==> src/rtl/xor_mac_sequencer.sv <==
// Time-multiplexed 2-2-1 XOR network: one shared MAC walks every hidden and output term
// using a writable weight file, with valid/ready handshakes on input and prediction.
module xor_mac_sequencer #(
    parameter int unsigned BITS_PER_WORD = 8,
    parameter int unsigned INPUT_SIZE    = 2,
    parameter int unsigned HIDDEN_SIZE   = 2,
    parameter int unsigned ACC_BITS      = 16
) (
    input  logic                            clk,
    input  logic                            reset_n,
    input  logic                            w_wr_en,
    input  logic [3:0]                      w_addr,
    input  logic signed [BITS_PER_WORD-1:0] w_data,
    input  logic                            in_valid,
    output logic                            in_ready,
    input  logic [INPUT_SIZE-1:0]           in_data,
    output logic                            out_valid,
    input  logic                            out_ready,
    output logic signed [BITS_PER_WORD-1:0] out_data,
    output logic                            busy
);

    localparam int unsigned AW        = 4;
    localparam int unsigned NUM_SLOTS = 2 ** AW;
    localparam int unsigned XW        = INPUT_SIZE + 1;
    localparam int unsigned OUT_BASE  = HIDDEN_SIZE * XW;
    localparam int unsigned NUM_W     = OUT_BASE + HIDDEN_SIZE + 1;
    localparam int unsigned IW        = $clog2(INPUT_SIZE + 1);
    localparam int unsigned JW        = (HIDDEN_SIZE > 1) ? $clog2(HIDDEN_SIZE) : 1;
    localparam int unsigned KW        = $clog2(HIDDEN_SIZE + 1);

    typedef logic signed [BITS_PER_WORD-1:0] word_t;
    typedef logic signed [ACC_BITS-1:0]      acc_t;

    typedef enum logic [1:0] {
        S_IDLE,
        S_HIDDEN,
        S_OUTPUT,
        S_DONE
    } state_t;

    localparam acc_t WORD_MAX = acc_t'((2 ** (BITS_PER_WORD - 1)) - 1);
    localparam acc_t WORD_MIN = -WORD_MAX - acc_t'(1);

    // Power-on weights solve XOR; slots past the last weight are never written.
    localparam word_t W_RESET [NUM_SLOTS] = '{
        0: word_t'(0),  1: word_t'(1), 2: word_t'(1),
        3: word_t'(-1), 4: word_t'(1), 5: word_t'(1),
        6: word_t'(0),  7: word_t'(1), 8: word_t'(-2),
        default: word_t'(0)
    };

    function automatic word_t relu_sat(input acc_t v);
        if (v < acc_t'(0))    return word_t'(0);
        else if (v > WORD_MAX) return word_t'(WORD_MAX);
        else                   return word_t'(v);
    endfunction

    function automatic word_t sat(input acc_t v);
        if (v < WORD_MIN)      return word_t'(WORD_MIN);
        else if (v > WORD_MAX) return word_t'(WORD_MAX);
        else                   return word_t'(v);
    endfunction

    state_t          state_q, state_d;
    acc_t            acc_q, acc_d;
    logic [IW-1:0]   i_q, i_d;
    logic [JW-1:0]   j_q, j_d;
    logic [KW-1:0]   k_q, k_d;
    logic [XW-1:0]   x_q, x_d;
    word_t           h_q [HIDDEN_SIZE];
    word_t           h_d [HIDDEN_SIZE];
    word_t           w_q [NUM_SLOTS];
    word_t           w_d [NUM_SLOTS];
    logic            out_valid_q, out_valid_d;
    word_t           out_data_q, out_data_d;
    logic            in_ready_q, in_ready_d;
    logic            busy_q, busy_d;

    logic [AW-1:0]   hid_addr_c, out_addr_c;
    acc_t            hid_term_c, out_term_c, hid_sum_c, out_sum_c;
    word_t           h_k_c;

    // Operand selection for the shared MAC; h[0] is the constant bias activation.
    always_comb begin
        hid_addr_c = AW'(j_q) * AW'(XW) + AW'(i_q);
        out_addr_c = AW'(OUT_BASE) + AW'(k_q);
        hid_term_c = x_q[i_q] ? acc_t'(w_q[hid_addr_c]) : '0;
        h_k_c      = (k_q == '0) ? word_t'(1) : h_q[JW'(k_q - KW'(1))];
        out_term_c = acc_t'(h_k_c) * acc_t'(w_q[out_addr_c]);
        hid_sum_c  = acc_q + hid_term_c;
        out_sum_c  = acc_q + out_term_c;
    end

    always_ff @(posedge clk or negedge reset_n) begin
        if (!reset_n) begin
            state_q     <= S_IDLE;
            acc_q       <= '0;
            i_q         <= '0;
            j_q         <= '0;
            k_q         <= '0;
            x_q         <= '0;
            h_q         <= '{default: '0};
            w_q         <= W_RESET;
            out_valid_q <= 1'b0;
            out_data_q  <= '0;
            in_ready_q  <= 1'b1;
            busy_q      <= 1'b0;
        end else begin
            state_q     <= state_d;
            acc_q       <= acc_d;
            i_q         <= i_d;
            j_q         <= j_d;
            k_q         <= k_d;
            x_q         <= x_d;
            h_q         <= h_d;
            w_q         <= w_d;
            out_valid_q <= out_valid_d;
            out_data_q  <= out_data_d;
            in_ready_q  <= in_ready_d;
            busy_q      <= busy_d;
        end
    end

    always_comb begin
        state_d     = state_q;
        acc_d       = acc_q;
        i_d         = i_q;
        j_d         = j_q;
        k_d         = k_q;
        x_d         = x_q;
        h_d         = h_q;
        w_d         = w_q;
        out_valid_d = out_valid_q;
        out_data_d  = out_data_q;

        unique case (state_q)
            S_IDLE: begin
                // Weight writes only land while idle, including on the accept cycle.
                if (w_wr_en && (w_addr < AW'(NUM_W))) begin
                    w_d[w_addr] = w_data;
                end
                if (in_valid) begin
                    x_d     = {in_data, 1'b1};
                    acc_d   = '0;
                    i_d     = '0;
                    j_d     = '0;
                    state_d = S_HIDDEN;
                end
            end
            S_HIDDEN: begin
                if (i_q == IW'(INPUT_SIZE)) begin
                    h_d[j_q] = relu_sat(hid_sum_c);
                    acc_d    = '0;
                    i_d      = '0;
                    if (j_q == JW'(HIDDEN_SIZE - 1)) begin
                        j_d     = '0;
                        k_d     = '0;
                        state_d = S_OUTPUT;
                    end else begin
                        j_d = j_q + JW'(1);
                    end
                end else begin
                    acc_d = hid_sum_c;
                    i_d   = i_q + IW'(1);
                end
            end
            S_OUTPUT: begin
                if (k_q == KW'(HIDDEN_SIZE)) begin
                    out_data_d  = sat(out_sum_c);
                    out_valid_d = 1'b1;
                    acc_d       = '0;
                    k_d         = '0;
                    state_d     = S_DONE;
                end else begin
                    acc_d = out_sum_c;
                    k_d   = k_q + KW'(1);
                end
            end
            S_DONE: begin
                if (out_ready) begin
                    out_valid_d = 1'b0;
                    state_d     = S_IDLE;
                end
            end
            default: state_d = S_IDLE;
        endcase

        in_ready_d = (state_d == S_IDLE);
        busy_d     = (state_d != S_IDLE);
    end

    assign in_ready  = in_ready_q;
    assign out_valid = out_valid_q;
    assign out_data  = out_data_q;
    assign busy      = busy_q;

endmodule

==> config.mk <==
export PLATFORM = sky130hd
export DESIGN_NAME = xor_mac_sequencer
export DESIGN_NICKNAME = d
export VERILOG_FILES = /design/src/rtl/xor_mac_sequencer.sv
export SDC_FILE = /design/constraint.sdc
export NUM_CORES = 1
export LEC_CHECK = 0
export ABC_AREA = 1
export CAP_MARGIN = 15
export CORE_UTILIZATION = 40
export CTS_BUF_LIST = sky130_fd_sc_hd__clkbuf_8
export DETAILED_ROUTE_END_ITERATION = 6
export SLEW_MARGIN = 40
export SYNTH_ARGS = -nofsm -noshare
export SYNTH_HDL_FRONTEND = slang
export SYNTH_SLANG_ARGS = --single-unit
==> constraint.sdc <==
create_clock -name clk -period 9 [get_ports clk]
set_input_delay 2.7 -clock clk [delete_from_list [all_inputs] [get_ports clk]]
set_output_delay 2.7 -clock clk [all_outputs]
set_load 0.01 [all_outputs]
# Word level (Yosys, flattened, before mapping)
# Index checks and enable logic that the tools add are counted.
[word_totals]
word_cells = 135
input_bits = 19
register_bits = 181
output_inout_bits = 11
[classes]
n_mux = 49
eq_ne = 10
reduce_logical = 20
order_cmp = 13
n_mul = 2
add_sub_neg = 8
n_bitwise = 5
[ops]
columns = ["operator", "count"]
rows = [
  ["128-bit bitwise mux", 1],
  ["8-bit two-way mux", 16],
  ["8-bit binary-select mux with 4-bit select", 2],
  ["16-bit two-way mux", 4],
  ["16-bit case mux with 3 select lines", 1],
  ["16-bit adder", 2],
  ["8-bit demux with 4-bit select", 1],
  ["16-bit by 8-bit greater-than comparator with 1-bit output, second input constant", 2],
  ["2-bit two-way mux", 10],
  ["16-bit bitwise mux", 1],
  ["16-bit by 1-bit less-than comparator with 1-bit output, second input constant", 1],
  ["16-bit by 8-bit less-than comparator with 1-bit output, second input constant", 1],
  ["8-bit by 8-bit multiplier with 16-bit output", 1],
  ["5-bit >= comparator, second input constant", 3],
  ["4-bit inverter with 5-bit output", 3],
  ["2-bit AND reduction", 6],
  ["2-bit inequality test, second input constant", 5],
  ["3-bit AND reduction", 3],
  ["8-bit demux with 1-bit select", 1],
  ["2-bit == test, second input constant", 4],
  ["2-bit case mux with 2 select lines", 2],
  ["2-bit case mux with 4 select lines", 1],
  ["2-bit nonzero test", 4],
  ["2-bit zero test", 3],
  ["other kinds (18)", 29],
]

# Depth between registers and ports, before layout
# Gate-level depths: netlist (run 1).
[depth]
depth_word = 14
ltp_mapped = 32
depth_no_buf = 30

# Least setup slack after synthesis (run 1)
# Ideal clock, no wire load.
[synth_path]
kind = "flip-flop to flip-flop"
from = "register k_q[1]"
to = "register out_data_q[6] (netlist: out_data[6])"
setup_ps = 116
t_arrival_ps = 5974
path_buffers = 1
path_slack_ps = 2909
required_time_ps = 8884
stages_incl_launch_ff = 29
synth_period_minus_slack_ps = 6091
path_cell_list = "dfrtp_1 > buf_2 > nor2_1 > inv_1 > o221ai_2 > inv_1 > nor2_1 > inv_1 > fa_1 > inv_1 > fa_1 > fa_1 > inv_1 > fa_1 > fa_1 > inv_1 > ha_1 > a21oi_2 > nand2_1 > xnor2_1 > nand2_1 > inv_1 > nand3_1 > nor2_1 > nand4_2 > nand2_4 > nand2_1 > nand2_1 > nand2_1"
[synth_via]
elab_chain_len = 10
word_cells_on_any_way = 15
cone_classes = "2 x add/sub; 1 x mul; 2 x order compare; 1 x eq/ne; 6 x mux; 1 x bitwise; 2 x reduce/logical"
[synth_lines]
columns = ["element", "line_no", "rtl"]
rows = [
  ["from (decl)", "69", "logic [KW-1:0] k_q, k_d;"],
  ["from (signal assigned)", "114", "k_q <= k_d;"],
  ["3-bit by 2-bit adder with 4-bit output", "87", "out_addr_c = AW'(OUT_BASE) + AW'(k_q);"],
  ["4-bit inverter with 5-bit output (not written as such)", "90", "out_term_c = acc_t'(h_k_c) * acc_t'(w_q[out_addr_c]);"],
  ["8-bit binary-select mux with 4-bit select", "90", ""],
  ["8-bit two-way mux (not written as such) (2 in series)", "90", ""],
  ["8-bit by 8-bit multiplier with 16-bit output", "90", ""],
  ["16-bit adder", "92", "out_sum_c = acc_q + out_term_c;"],
  ["16-bit by 8-bit greater-than comparator with 1-bit output", "61", "else if (v > WORD_MAX) return word_t'(WORD_MAX);"],
  ["8-bit two-way mux", "61", ""],
  ["8-bit two-way mux", "60", "if (v < WORD_MIN) return word_t'(WORD_MIN);"],
  ["to (signal assigned)", "119", "out_data_q <= out_data_d;"],
  ["to (decl)", "76", "word_t out_data_q, out_data_d;"],
]
# Parallel ways exist; a longest one is shown, timed or not. The select of a mux whose other input is x is not followed.
# A chain may end at the register's enable or synchronous reset.

# Worst setup path after layout (run 1)
[layout_path]
from = "register k_q[0]"
to = "register out_data_q[0] (netlist: out_data[0])"
[layout_via]
elab_chain_len = 11
word_cells_on_any_way = 20
cone_classes = "3 x add/sub; 1 x mul; 2 x order compare; 1 x eq/ne; 9 x mux; 2 x bitwise; 2 x reduce/logical"
[layout_lines]
columns = ["element"]
rows = [
  ["parallel branches: the longest is 11 deep, another holds 8-bit by 8-bit multiplier with 16-bit output"],
]
# Parallel ways; which one is timed is not known. The select of a mux whose other input is x is not followed.

==> results of run 1 <==
-- layout make-up --
| cell class | count | area (um^2) |
|---|---|---|
| tap | 330 | 413 |
| sequential | 133 | 3350 |
| clock buffer | 19 | 262 |
| clock inverter | 13 | 180 |
| timing repair buffer | 31 | 309 |
| inverter | 207 | 777 |
| fill | 2623 | 13900 |
| multi-input combinational | 931 | 5950 |
-- worst reg2reg max path, delay by kind of cell (launching register included) --
family / cells / cell delay (ns)
flip-flops: 1 / 0.68
AND/OR/NAND/NOR: 11 / 1.71
XOR/XNOR: 1 / 0.28
AO/OA/AOI/OAI: 2 / 0.56
adder cells (fa/ha/maj): 6 / 2.87
buffers and inverters: 8 / 0.87
-- power breakdown --
| group | internal, mW | leakage (nW) | switching (mW) |
|---|---|---|---|
| sequential | 0.867 | 1.67 | 0.167 |
| clock | 0.316 | 0.229 | 0.249 |
| combinational | 0.924 | 3.80 | 1.83 |
| total | 2.11 | 5.69 | 2.24 |
-- final timing paths --
path	depth (start not counted)	from	slack, ns	to
setup / recovery	28	k_q[0]	1.93	out_data[0]
hold / removal	0	w_q[51]	0.38	w_q[51]
setup reg to reg	28	k_q[0]	1.93	out_data[0]
hold reg to reg	0	w_q[51]	0.38	w_q[51]
max in group asynchronous	2	reset_n	5.62	acc_q[9]
min in group asynchronous	1	reset_n	2.28	w_q[113]
-- cells in the final DEF, fill, tap and decap left out, types with 3 or more instances in the layout --
| master | n |
|---|---|
| o22ai_1 | 15 |
| o221ai_1 | 3 |
| inv_1 | 205 |
| clkdlybuf4s50_1 | 28 |
| clkbuf_8 | 20 |
| a31oi_1 | 5 |
| ha_1 | 56 |
| nand3b_1 | 3 |
| xnor2_1 | 11 |
| fa_1 | 72 |
| a22o_1 | 6 |
| nand2_2 | 7 |
| nand4_1 | 13 |
| bufinv_16 | 4 |
| nand3_1 | 65 |
| o21a_1 | 4 |
| nor2_2 | 8 |
| a21oi_1 | 31 |
| nor2_1 | 114 |
| a22oi_1 | 6 |
| nand2_1 | 339 |
| dfstp_2 | 21 |
| xor2_1 | 6 |
| nor3_1 | 6 |
| dfrtp_1 | 112 |
| o21ai_0 | 132 |
-- registers in the layout (all words and copies together), names as in the netlist --
signal and count:
h_q 16, w_q 80, x_q 3, state_q 2, acc_q 16, out_data 8
out_valid 1, j_q 1, in_ready 1, k_q 2, i_q 2, busy 1
-- routing by layer --
metal  global-route usage (%)  vias up  share of wire [%]
met5                        0        -                  0
met4                     7.20        0                2.6
met3                     2.96       42                4.1
met2                     34.2      181                 45
met1                     30.7     4117                 48
li1                         -     4179                  -
-- kinds of logic after synthesis --
logic type / after synthesis
adder cells (fa/ha/maj): 130
AO/OA/AOI/OAI: 215
AND/OR/NAND/NOR: 565
XOR/XNOR: 19
buffers and inverters: 243
flip-flops: 133
multiplexers: 2
-- through the flow --
| step | setup WS, ns | instance area (um^2) | hold slack, ns |
|---|---|---|---|
| 6_report | 1.93 | 11200 | 0.380 |
| 3_5_place_dp | 1.72 | 10800 | 0.366 |
| 4_1_cts | 1.72 | 11200 | 0.382 |
| 3_3_place_gp | 1.93 | 10800 | 0.367 |
| 2_1_floorplan | 2.91 | 10200 | 0.429 |
| 5_1_grt | 1.41 | 11200 | 0.391 |
==> results.md, run 1 <==
- Synth unique cells: 49
- Worst rel slew slack: 45.1%
- Final worst-path cycle share: 78.6%
- CTS tree: yes
- Setup CP Type: reg2reg
- Synth Area in Adders: 21.3%
- Mux contribution to synthesized area: 0.220%
- Wirelength, routed: 26.6 mm
- Crit path time final: 7.07 ns
- Post-synthesis instance area: 10200 um^2
- Syn Nets: 1456
- Final hold violations: 0
- Async set or reset register ratio after synthesis: 100%
- Nets: 1470
- Final core utilization: 44.8%
- Pleak: 5.69 nW
- CP required: 9.36 ns
- Simple-Gate Fraction of Synth Area: 22.9%
- Vias: 8519
- Initial core utilization: 40.7%
- Die ar.: 26200 um^2
- Syn_area_per_cell: 7.82 um^2
- Clock buffer depth: 2
- Post-synth EDFFs: 0
- Fraction of layout cells with a size suffix above 1: 6.60%
- Critical Path Max Stage Delay: 0.68 ns
- CP Capture Type: register
- Delay-heaviest family, CP: adder cells
- Fin. max-slew vios: 0
- Clock Tree Root: clkbuf_8
- First-pass GRT wire length: 44.1 mm
- # rows: 58
- Startpoint types: register
- Final cell count without fillers: 1664
- Die height: 162 um
- Diodes inserted: 0
- Fmax: 141 MHz
- Seq cells post-synth: 133
- # hold bufs at CTS: 0
- RSZ-0062 raised after global routing: false
- DR pass1 iterations: 5
- Top FF cell, synth: dfrtp_1
- Critical-path top delay cell: dfrtp_1
- Worst-margin pin slew: 0.823 ns
- Main area contributors after synthesis: dfrtp_1 27%, fa_1 14%, nand2_1 12%, inv_1 7.5%, ha_1 7.0%
- Critical path fanouts, max: 18
- Layout area overhead: 10.1%
- Status: complete, no violations
- Vias in the first global route: 8499
- Placed cell count: 1632
- Worst Path Buf+Inv: 8
- Worst skew pair latency: 0.48 ns
- Die W: 162 um
- Initial antenna violation count: 0
- CP dominant cell by count: inv_1
- Most frequent cell after synthesis: nand2_1
- Top cells by count, synth: 339 x nand2_1, 204 x inv_1, 132 x o21ai_0
- Area leader, netlist: dfrtp_1
- PostCTS Resize Cnt: 0
- Clock slew at reported path FFs: 0.07 ns
- Hold Path Class: reg2reg
- Post-synth top area share: 27.4%
- Via/cell ratio: 5.12
- Critical Path AT: 7.43 ns
- H-Tree Depth: 4
- Final setup vio count: 0
- Design Power: 4.35 mW
- CTS buffer count: 17
- TritonCTS Sinks: 133
- Dpl hpwl: 20.9 mm
- Clk_skew: 0.0200 ns
- DRT iter0 DRCs: 614
- Max cap viols: 0
- Core ar.: 25100 um^2
- Post-CTS setup buffers: 0
- DR WL/cell: 16.0 um
- Final ANT Viol Nets: 0
- Synth Area in XOR/XNOR: 1.78%
- P per Cell Area: 387 nW/um^2
- Final GP Congestion: 0.907
- Buffers on Ports: 29
- Tot GR Track Use: 21.7%
- Sequential area share after synthesis: 32.8%
- Setup TNS Final: 0 ns
- Largest net degree at the start of global routing: 91
- Yosys warns: 0
- Synth Area in Compound Gates: 11.9%
- Overflow after GRT: 0
- Mapped Cells: 1307
- Worst IR Drop VDD: 187 uV
- I/O pins: 30
- DRC violations left: 0
- Largest family of logic cells by synthesized area: simple AND/OR/NAND/NOR gates
No activity file was read; power rests on OpenSTA's default activity.
==> run 2, diff against run 1 <==
Clock period 9 ns to 5.9 ns, I/O delays scaled along.
==> results.md, run 2 (same netlist as run 1, synthesis figures left out) <==
- H-Tree Depth: 4
- CP required: 6.26 ns
- Worst rel slew slack: 52.1%
- I/O pins: 30
- Most frequent cells in the layout: 332 x nand2_1, 191 x inv_1, 130 x o21ai_0
- Max cap viols: 0
- P per Cell Area: 592 nW/um^2
- Final hold violations: 0
- Fmax: 179 MHz
- Hold Path Class: reg2reg
- Worst-margin pin slew: 0.715 ns
- Final GP Congestion: 0.896
- Final setup vio count: 0
- Worst skew pair latency: 0.47 ns
- Tot GR Track Use: 22.2%
- Diodes inserted: 0
- Wirelength, routed: 27.4 mm
- Vias: 8653
- DR pass1 iterations: 6
- Area post-placement: 11000 um^2
- DRT iter0 DRCs: 551
- Largest registers: w_q (80), acc_q (16), h_q (16)
- CP Capture Type: register
- Buffers on Ports: 29
- Crit path time final: 5.58 ns
- WL met1: 13.3 mm
- Overflow after GRT: 0
- Critical path fanouts, max: 10
- Max reg flops: 80
- Fraction of layout cells with a size suffix above 1: 12.4%
- Clock slew at reported path FFs: 0.09 ns
- Initial core utilization: 40.7%
- Met2 routed wirelength: 12.6 mm
- Final core utilization: 46.8%
- Pleak: 5.91 nW
- Hold path depth: 0
- CTS buffer count: 17
- Setup CP Type: reg2reg
- Die ar.: 26200 um^2
- Startpoint types: register
- Layout area overhead: 15.0%
- Commonest non-fill, non-tap cell in the layout: nand2_1
- # rows: 58
- CP dominant cell by count: nand2_1
- Final worst-path cycle share: 94.5%
- DR WL/cell: 16.0 um
- Worst IR Drop VDD: 321 uV
- Dpl hpwl: 21.3 mm
- First-pass GRT wire length: 45.2 mm
- Status: complete, no violations
- Met3 Wirelength: 1.03 mm
- Critical-path top delay cell: fa_1
- Clk_skew: 0.0182 ns
- Nets: 1516
- Worst Path Buf+Inv: 9
- Fin. max-slew vios: 0
- Placed cell count: 1662
- Highest metal used: met4
- Final Cell Area: 11700 um^2
- Via/cell ratio: 5.06
- Top reg by flops: w_q
- Clock Tree Root: clkbuf_8
- Vias in the first global route: 8603
- CTS tree: yes
- Clock buffer depth: 2
- Die W: 162 um
- Delay-heaviest family, CP: adder cells
- Design Power: 6.96 mW
- Initial antenna violation count: 0
- Core ar.: 25100 um^2
- Critical Path Max Stage Delay: 0.51 ns
- Final cell count without fillers: 1710
- Critical Path AT: 5.94 ns
- TritonCTS Sinks: 133
- Largest net degree at the start of global routing: 103
- WP depth: 29
- Final ANT Viol Nets: 0
- Reg2Reg Depth: 29
- DRC violations left: 0
- Die height: 162 um
- Worst hold slack: 0.381 ns
[run 2: changes by cell type in the layout (fill, tap and decap cells not counted), sizes merged]
| cell | change |
|---|---|
| clkinv | -2 |
| clkbuf | -3 |
| inv | +5 |
| bufinv | -1 |
| buf | +47 |
[run 2: power breakdown]
group | internal (mW) | switching [mW]
Sequential | 1.32 | 0.232
Combinational | 1.61 | 2.93
Clock | 0.439 | 0.425
[run 2: layout make-up]
cell class | count | area (um^2)
fillers | 2547 | 13400
multi-input cells | 931 | 6070
flip-flops and latches | 133 | 3360
inverters | 207 | 781
repair buffers | 77 | 683
well taps | 330 | 413
clock buffers | 17 | 234
clock inverters | 15 | 208
[run 2: timing repair]
item / CTS / global route
pin swaps: 0 / 13
resized for setup: 1 / 46
endpoints found under the setup margin: 7 / 12
gates cloned: 0 / 0
hold buffers: 0 / 0
buffers inserted: 0 / 15
[run 2: per-stage QoR]
stage / worst slack [ns] / TNS, ns
detailed placement: 0.00920 / 0
finish: 0.324 / 0
floorplan: 0.0714 / 0
global route: -0.0312 / -0.0746
global placement: 0.132 / 0
CTS: 0.0494 / 0
[run 2: worst paths after layout]
path	start	end	slack [ns]
max in group asynchronous	reset_n	in_ready	4.06
min in group asynchronous	reset_n	w_q[113]	1.13
setup / recovery	k_q[0]	out_data[6]	0.32
hold reg to reg	w_q[53]	w_q[53]	0.38
setup reg to reg	k_q[0]	out_data[6]	0.32
hold / removal	w_q[53]	w_q[53]	0.38
[run 2: per-layer routing]
metal / GRT usage [%] / vias to the layer above
met5: 0 / -
met4: 6.48 / 0
met3: 2.53 / 38
met2: 35.4 / 187
met1: 31.9 / 4164
li1: - / 4264
==> run 3, diff against run 2 <==
Settings changed: CTS_CLUSTER_DIAMETER set to 150.
Clock period 5.9 ns to 7.1 ns, I/O delays scaled along.
==> results.md, run 3 (same netlist as run 1, synthesis figures left out) <==
- Critical Path AT: 6.87 ns
- Most frequent cells in the layout: 339 x nand2_1, 206 x inv_1, 132 x o21ai_0
- CP dominant cell by count: inv_1
- CTS tree: yes
- Worst skew pair latency: 0.45 ns
- Initial antenna violation count: 0
- I/O pins: 30
- # rows: 58
- Final core utilization: 44.8%
- Die ar.: 26200 um^2
- Largest net degree at the start of global routing: 69
- Largest registers: w_q (80), acc_q (16), h_q (16)
- Critical path fanouts, max: 11
- Diodes inserted: 0
- Wirelength, routed: 26.4 mm
- CTS buffer count: 17
- Worst-margin pin slew: 0.707 ns
- Final hold violations: 0
- Crit path time final: 6.53 ns
- Final setup vio count: 0
- Dpl hpwl: 20.8 mm
- Setup TNS Final: 0 ns
- Pleak: 5.70 nW
- Clk_skew: 0.0153 ns
- Via/cell ratio: 5.08
- # hold bufs at CTS: 0
- Clock buffer depth: 2
- Worst IR Drop VDD: 242 uV
- Initial core utilization: 40.7%
- Commonest non-fill, non-tap cell in the layout: nand2_1
- Area post-placement: 10800 um^2
- Clock Tree Root: clkbuf_8
- Core ar.: 25100 um^2
- Final ANT Viol Nets: 0
- Startpoint types: register
- Hold Path Class: reg2reg
- CP Capture Type: register
- Critical-path top delay cell: dfrtp_1
- DRC violations left: 0
- Buffers on Ports: 29
- Final Cell Area: 11300 um^2
- First-pass GRT wire length: 43.5 mm
- DRT iter0 DRCs: 586
- Clock slew at reported path FFs: 0.08 ns
- Worst rel slew slack: 52.5%
- Max reg flops: 80
- Top reg by flops: w_q
- Vias: 8473
- Final GP Congestion: 0.916
- Fmax: 153 MHz
- P per Cell Area: 488 nW/um^2
- Tot GR Track Use: 21.4%
- Overflow after GRT: 0
- DR WL/cell: 15.8 um
- RSZ-0062 raised after global routing: false
- CP required: 7.44 ns
- Nets: 1475
- Die W: 162 um
- Layout fillers: 2641
- Status: complete, no violations
- H-Tree Depth: 4
- Max cap viols: 0
- Die height: 162 um
- Layout area overhead: 10.2%
- Post-CTS setup buffers: 0
- Final worst-path cycle share: 92.0%
- Vias in the first global route: 8311
- Critical Path Max Stage Delay: 0.55 ns
- DR pass1 iterations: 5
- Fraction of layout cells with a size suffix above 1: 6.80%
- Fin. max-slew vios: 0
- Setup CP Type: reg2reg
- Worst hold slack: 0.377 ns
- TritonCTS Sinks: 133
## run 3: cell types whose count changed in the layout (fill, tap and decap cells not counted), moves of 7 or more
cell	change
nor2_2	-7
nor2_1	+7
nand2_2	-7
buf_4	-39
nand2_1	+7
inv_1	+15
inv_2	-13
## run 3: timing repair
action / in CTS / in global routing
resized for setup: 0 / 2
hold endpoints to repair: 0 / 0
setup endpoints to repair: 0 / 7
## run 3: metal layers
metal	global-route usage [%]	wire length, um	vias to the layer above
met1	30.2	12800	4110
met3	3.01	938	26
met4	5.27	334	0
li1	-	-	4183
met5	0	0	-
met2	34.6	12300	154
## run 3: final cells by class
| class | count | area [um^2] | share of cell area (%) |
|---|---|---|---|
| clock buffers | 17 | 234 | 2.08 |
| repair buffers | 36 | 348 | 3.09 |
| well taps | 330 | 413 | 3.67 |
| flip-flops and latches | 133 | 3360 | 29.8 |
| clock inverters | 15 | 180 | 1.60 |
| multi-input cells | 931 | 5950 | 52.8 |
| inverters | 207 | 777 | 6.90 |
## run 3: report_power, final
group / internal, mW / leakage, nW / switching [mW]
clock network: 0.350 / 0.208 / 0.322
registers: 1.10 / 1.66 / 0.208
logic: 1.18 / 3.83 / 2.33
## run 3: stage by stage
| stage | worst slack [ns] | std cells | total power, mW |
|---|---|---|---|
| 4_1_cts | 0.390 | 1669 | 5.51 |
| 2_1_floorplan | 1.01 | 1307 | 3.80 |
| 3_5_place_dp | 0.407 | 1637 | 4.81 |
| 6_report | 0.566 | 1669 | 5.49 |
| 3_3_place_gp | 0.585 | 1637 | 4.78 |
| 5_1_grt | 0.00266 | 1669 | 6.05 |
## run 3: path summary, 6_finish.rpt
path | from | endpoint | slack [ns] | depth (start not counted)
hold reg to reg | w_q[50] | w_q[50] | 0.38 | 0
setup reg to reg | k_q[1] | out_data[6] | 0.57 | 29
min in group asynchronous | reset_n | w_q[120] | 1.65 | 1
hold / removal | w_q[50] | w_q[50] | 0.38 | 0
setup / recovery | k_q[1] | out_data[6] | 0.57 | 29
max in group asynchronous | reset_n | out_data[3] | 4.38 | 2
## run 3: worst max-delay path, delay by kind of cell (launching register included)
family          cells  cell delay (ns)
xor+xnor            1             0.27
fa+ha+maj           6             2.85
flops               1             0.55
simple gates       11             1.18
buf+inv             9             0.95
compound gates      2             0.62
